===== config.mk =====
export PLATFORM = sky130hd
export DESIGN_NAME = bv_serial_mul
export DESIGN_NICKNAME = d
export VERILOG_FILES = /design/src/rtl/bv_serial_mul.sv
export SDC_FILE = /design/constraint.sdc
export NUM_CORES = 1
export LEC_CHECK = 0
export ABC_AREA = 1
export CAP_MARGIN = 30
export CORE_UTILIZATION = 30
export CTS_CLUSTER_DIAMETER = 50
export DETAILED_ROUTE_END_ITERATION = 6
export PLACE_DENSITY_LB_ADDON = 0.3
export SLEW_MARGIN = 20
export SYNTH_ARGS = -nofsm -noshare
export SYNTH_HDL_FRONTEND = slang
export SYNTH_SLANG_ARGS = --single-unit

===== constraint.sdc =====
create_clock -name clk -period 1.6 [get_ports clk]
set_input_delay 0.4 -clock clk [delete_from_list [all_inputs] [get_ports clk]]
set_output_delay 0.4 -clock clk [all_outputs]
set_load 0.05 [all_outputs]

===== src/rtl/bv_serial_mul.sv =====
// rtl/bv_serial_mul.sv - bit-serial shift-add multiplier, product truncated to W bits
//
// Ports:
//   clk      in  1 : clock, rising edge
//   rst_n    in  1 : asynchronous active-low reset
//   start    in  1 : latch a/b and begin a multiply (ignored while busy)
//   a        in  W : multiplicand
//   b        in  W : multiplier, consumed one bit per cycle, LSB first
//   busy     out 1 : a multiply is in progress
//   done     out 1 : this cycle processes the last multiplier bit
//   product  out W : accumulator; the final product once busy drops
module bv_serial_mul #(
    parameter int W = 4
) (
    input  logic         clk,
    input  logic         rst_n,
    input  logic         start,
    input  logic [W-1:0] a,
    input  logic [W-1:0] b,
    output logic         busy,
    output logic         done,
    output logic [W-1:0] product
);

    // W >= 2 so the index width is never zero
    localparam int KW = $clog2(W);
    localparam logic [KW-1:0] K_LAST = KW'(W - 1);

    logic [W-1:0]  r_a;
    logic [W-1:0]  r_b;
    logic [W-1:0]  r_acc;
    logic [KW-1:0] r_k;
    logic          r_busy;

    // a << k is already W bits wide, so the add wraps mod 2^W for free;
    // this gives bvmul semantics for signed and unsigned operands alike
    logic [W-1:0] w_partial;
    assign w_partial = r_a << r_k;

    always_ff @(posedge clk or negedge rst_n) begin
        if (!rst_n) begin
            r_a    <= '0;
            r_b    <= '0;
            r_acc  <= '0;
            r_k    <= '0;
            r_busy <= 1'b0;
        end else if (start && !r_busy) begin
            r_a    <= a;
            r_b    <= b;
            r_acc  <= '0;
            r_k    <= '0;
            r_busy <= 1'b1;
        end else if (r_busy) begin
            if (r_b[r_k]) begin
                r_acc <= r_acc + w_partial;
            end
            if (r_k == K_LAST) begin
                r_k    <= '0;
                r_busy <= 1'b0;
            end else begin
                r_k <= r_k + 1'b1;
            end
        end
    end

    assign busy    = r_busy;
    assign done    = r_busy && (r_k == K_LAST);
    assign product = r_acc;

endmodule : bv_serial_mul


=== Yosys cells after proc, flatten, opt, wreduce, memory -nomap -nowiden ===
Cells that the tools add are included.
W data, S select, Z words.

* Bits in registers: 15
* Output and inout bits: 6

* Reduce and logical (&&, ||, !) cells: 6
* $add $sub $neg: 2
* Equality and inequality tests: 1
* Shift-type cells: 1
* Order comparisons: 1
* Mux-type cells: 11

{| class="wikitable"
|+ Operators with widths
! kind !! count
|-
| $mux W4 || 3
|-
| $mux W2 || 3
|-
| $add A4 B4 Y4 || 1
|-
| $mux W1 || 4
|-
| $reduce_bool A2 Y1 || 2
|-
| $shl A4 B2 Y4 || 1
|-
| $lt A2 B3 Y1 const B || 1
|-
| $add A2 B1 Y2 const B || 1
|-
| $bmux W1 S2 || 1
|-
| $eq A2 B2 Y1 const B || 1
|-
| $logic_and A1 B1 Y1 || 2
|-
| $reduce_and A2 Y1 || 1
|-
| $logic_not A1 Y1 || 1
|}

=== Logic depth before layout (Yosys ltp) ===
* Word-level depth: 5
* Gate-level depth with buffers: 11
* Depth with buffers taken out: 10

=== Least setup slack after synthesis ===
No wires, ideal clock.

* Path kind: reg-to-reg
* From: register r_acc[0] (netlist: product[0])
* To: register r_acc[2] (netlist: product[2])
* Stages on the path, launching flop included: 5
* Library setup time: 0.123 ns
* Buffers on the path: 0
* Arrival time: 1.466 ns
* Slack: 0.010 ns
* Path through: dfrtp_1 ha_1 fa_1 xnor2_1 o21ai_1

* Cells in the longest elaborated chain, start to end: 4

{| class="wikitable"
|+ RTL lines
! item !! RTL line !! text
|-
| from (decl) || 31 || <nowiki>logic [W-1:0] r_acc;</nowiki>
|-
| from (signal assigned) || 55 || <nowiki>r_acc <= r_acc + w_partial;</nowiki>
|-
| $add A4 B4 Y4 || 55 ||
|-
| $mux W4 || 54 || <nowiki>if (r_b[r_k]) begin</nowiki>
|-
| $mux W4 || 53 || <nowiki>end else if (r_busy) begin</nowiki>
|-
| $mux W4 || 47 || <nowiki>end else if (start && !r_busy) begin</nowiki>
|}

Every way passes these cells. The select of a mux whose other input is x is not followed.
A chain may end at the register's enable or synchronous reset.

=== Worst setup path after layout ===
* From: register r_k[0]
* To: output done

* Cells in the longest elaborated chain, start to end: 2

{| class="wikitable"
|+ RTL lines
! item !! RTL line !! text
|-
| from (decl) || 32 || <nowiki>logic [KW-1:0] r_k;</nowiki>
|-
| from (signal assigned) || 61 || <nowiki>r_k <= r_k + 1'b1;</nowiki>
|-
| $eq A2 B2 Y1 || 67 || <nowiki>assign done = r_busy && (r_k == K_LAST);</nowiki>
|-
| $logic_and A1 B1 Y1 || 67 ||
|-
| to (decl) || 21 || <nowiki>output logic done,</nowiki>
|}

Every way passes these cells.

==> qor.csv <==
metric;value;unit
worstSkewPairLatency;0.29;ns
core_area;2781;sq um
syn_nets;105;
end_kind;primary output;
path_delay_family;flip-flops;
report.final.slew_viol_count;0;
first_iter_violations;10;
numCtsBuffers;3;
period_share;103.8;%
fp-row-count;19;
synth_top_area_share;42.55;%
num_vias;724;
dieArea;3161;sq um
outcome;finished with violations;
critPathBufInv;3;
remaining_drc_errors;0;
antenna_found_initial;0;
start_util;31.71;%
fmax;0.6019;GHz
mostFrequentLayoutCells;dfrtp_1, buf_4, nand2_1, nand3_1, clkdlybuf4s50_1;
gp_congestion;0.8393;
total_leakage_power;0.6342;nW
max-slew-margin-rel;76.34;%
crit_type;reg2out;
combPwrFrac;68.8;%
critPathMaxStageDelay;0.44;ns
cp_data_required_time;1.20;ns
tns;-0.1654;ns
yosys.area.top_type;dfrtp_1;
worst_pin_slew;0.3549;ns
violations;setup timing;
hold_viol_final;0;
netlist_area;882.1;sq um
dpl-instance-area;1177;sq um
path_clk_slew;0.10;ns
skew;0.003952;ns
wl;1970;um
finalSetupViolations;4;
root_buffer;clkbuf_4;
synthCells;89;
layout_setup_ws;-0.06149;ns
io_pins;17;
min_period;1.661;ns
grt_pass1_wl;3132;um
p_int;1.817;mW
cap_violations;0;
io_buffers;16;
die_width;56.23;um
final_cell_area;1358;sq um
seq_area_frac_synth;42.55;%
layout.nets;140;
avgSynthCellArea;9.911;sq um
netSwitchingPower;1.448;mW
powerDensity;2405;nW/um^2
drive_gt1_share;48.78;%
grt_overflow;0;
swShare;44.36;%
vdd_drop_max;0.001305;V
htree_levels;1;
grt_util_all_layers;12.93;%
max-clock-path-buffers;2;
ys_ff_latch;15;
antennaDiodeCount;0;
p_total;3.265;mW
cts_tree;built;
dr.pass1.iters;4;
pwr-share-clk;7.3;%
dpl.hpwl;1312;um
seqPwrFrac;23.9;%
grt_max_degree;16;
path_cells;buf_6 -> ha_4 -> nand2_2 -> inv_2 -> buf_12;
rsz0062_at_grt;yes;
crit_fanout;2;
synth.distinct_cells;26;
vias_per_cell;4.701;
antenna_left;0;
arrival;1.26;ns
yosys_warnings;0;
start_kind;flip-flop;
grt_pass1_vias;705;
min_path_type;in2async;
die_h;56.23;um
syn_to_final_growth;53.90;%
critPathSlowestCell;dfrtp_2;
wl_per_cell;12.79;um
post-place-ws;-0.05475;ns
cts.sinks;15;
yosys-top-cells-area;dfrtp_1, nand3_1, mux2_4;
## routing by layer
metal  global-route usage (%)  share of wire (%)  vias up
met5                        0                  0        -
met4                    3.136               0.86        0
met3                    4.651                4.3        2
met2                    21.94                 52       15
met1                    15.59                 43      340
li1                         -                  -      367
## flip-flops by register name, indices dropped and copies added, names as in the netlist
register / count
busy: 1
product: 4
r_a: 4
r_b: 4
r_k: 2
## repair_timing
item | in CTS | in global routing
endpoints found under the setup margin | 4 | 4
hold endpoints to repair | 0 | 0
gates resized for setup | 14 | 6
pin swaps | 9 | 5
hold buffers | 0 | 0
buffers inserted | 5 | 2
gates cloned | 0 | 0
## logic make-up (layout without fill, tap and decap cells)
| group | after synthesis | after routing | share of synthesized area (%) |
|---|---|---|---|
| and+or+nand+nor | 41 | 41 | 22.84 |
| DFF | 15 | 15 | 42.55 |
| AOI/OAI and AO/OA | 10 | 10 | 7.801 |
| buffers and inverters | 10 | 44 | 7.235 |
| muxes | 7 | 7 | 10.64 |
| adders and majority gates | 5 | 5 | 7.944 |
| xor gates and xnor gates | 1 | 1 | 0.9931 |
## cell usage after synthesis
cell type,number
o21ai_2,2
o32ai_1,1
o21ai_0,1
o21ai_1,1
a21oi_2,1
fa_1,1
nand2_4,2
xnor2_1,1
inv_4,1
buf_12,1
nor2_1,8
nor2_2,2
ha_1,4
nor3_1,1
inv_2,2
nand2_2,2
mux2_2,3
a22o_1,1
nand3_2,1
buf_6,1
a21oi_1,3
mux2_4,4
dfrtp_1,15
nand2_1,13
nand3_1,12
inv_1,5
## power by group through the flow
stage                     Sequential, mW  Clock (mW)  Combinational [mW]
after floorplan                    0.900           0                1.02
after global placement             0.796           0                1.74
after detailed placement           0.804           0                1.78
after CTS                          0.770       0.244                2.06
after global routing               0.811       0.261                2.41
final                              0.782       0.237                2.25
## worst register-to-register path, stage by stage, from the launching register on
cell,delay [ns]
dfrtp_2,0.44
buf_6,0.15
o21ai_4,0.17
o32ai_4,0.11
ha_4,0.30
nand3_2,0.08
nand3_2,0.08
nand3_1,0.08
nand3_1,0.08
nand2_1,0.05
## worst paths after layout
check	from	to	slack [ns]	depth (start not counted)
worst max-delay path	r_k[0]$_DFFE_PN0P_	done	-0.06	5
worst min-delay path	rst_n	r_b[2]$_DFFE_PN0P_	0.41	2
worst max register to register	r_k[0]$_DFFE_PN0P_	product[3]$_DFFE_PN0P_	-0.05	9
worst min register to register	r_b[2]$_DFFE_PN0P_	r_b[2]$_DFFE_PN0P_	0.52	1
max in group asynchronous	rst_n	r_k[0]$_DFFE_PN0P_	1.00	2
min in group clk	r_b[2]$_DFFE_PN0P_	r_b[2]$_DFFE_PN0P_	0.52	1
## per-stage QoR
| stage | util [%] | hold slack, ns | cells |
|---|---|---|---|
| 2_1_floorplan | - | 0.1044 | 89 |
| 3_5_place_dp | 42.33 | 0.4985 | 143 |
| 4_1_cts | 46.69 | 0.4105 | 152 |
| 6_report | 48.81 | 0.4097 | 154 |
| 3_3_place_gp | 42.33 | 0.4964 | 143 |
| 5_1_grt | 48.81 | 0.4184 | 154 |
## final cells by class
class	count	area, sq um
clock buffers	3	22.52
clock inverters	1	7.507
fillers	260	1424
well taps	31	38.79
inverters	8	32.53
flip-flops and latches	15	376.6
multi-input cells	64	531.8
repair buffers	32	347.8
Note: power is estimated with default switching activity, not from simulation.
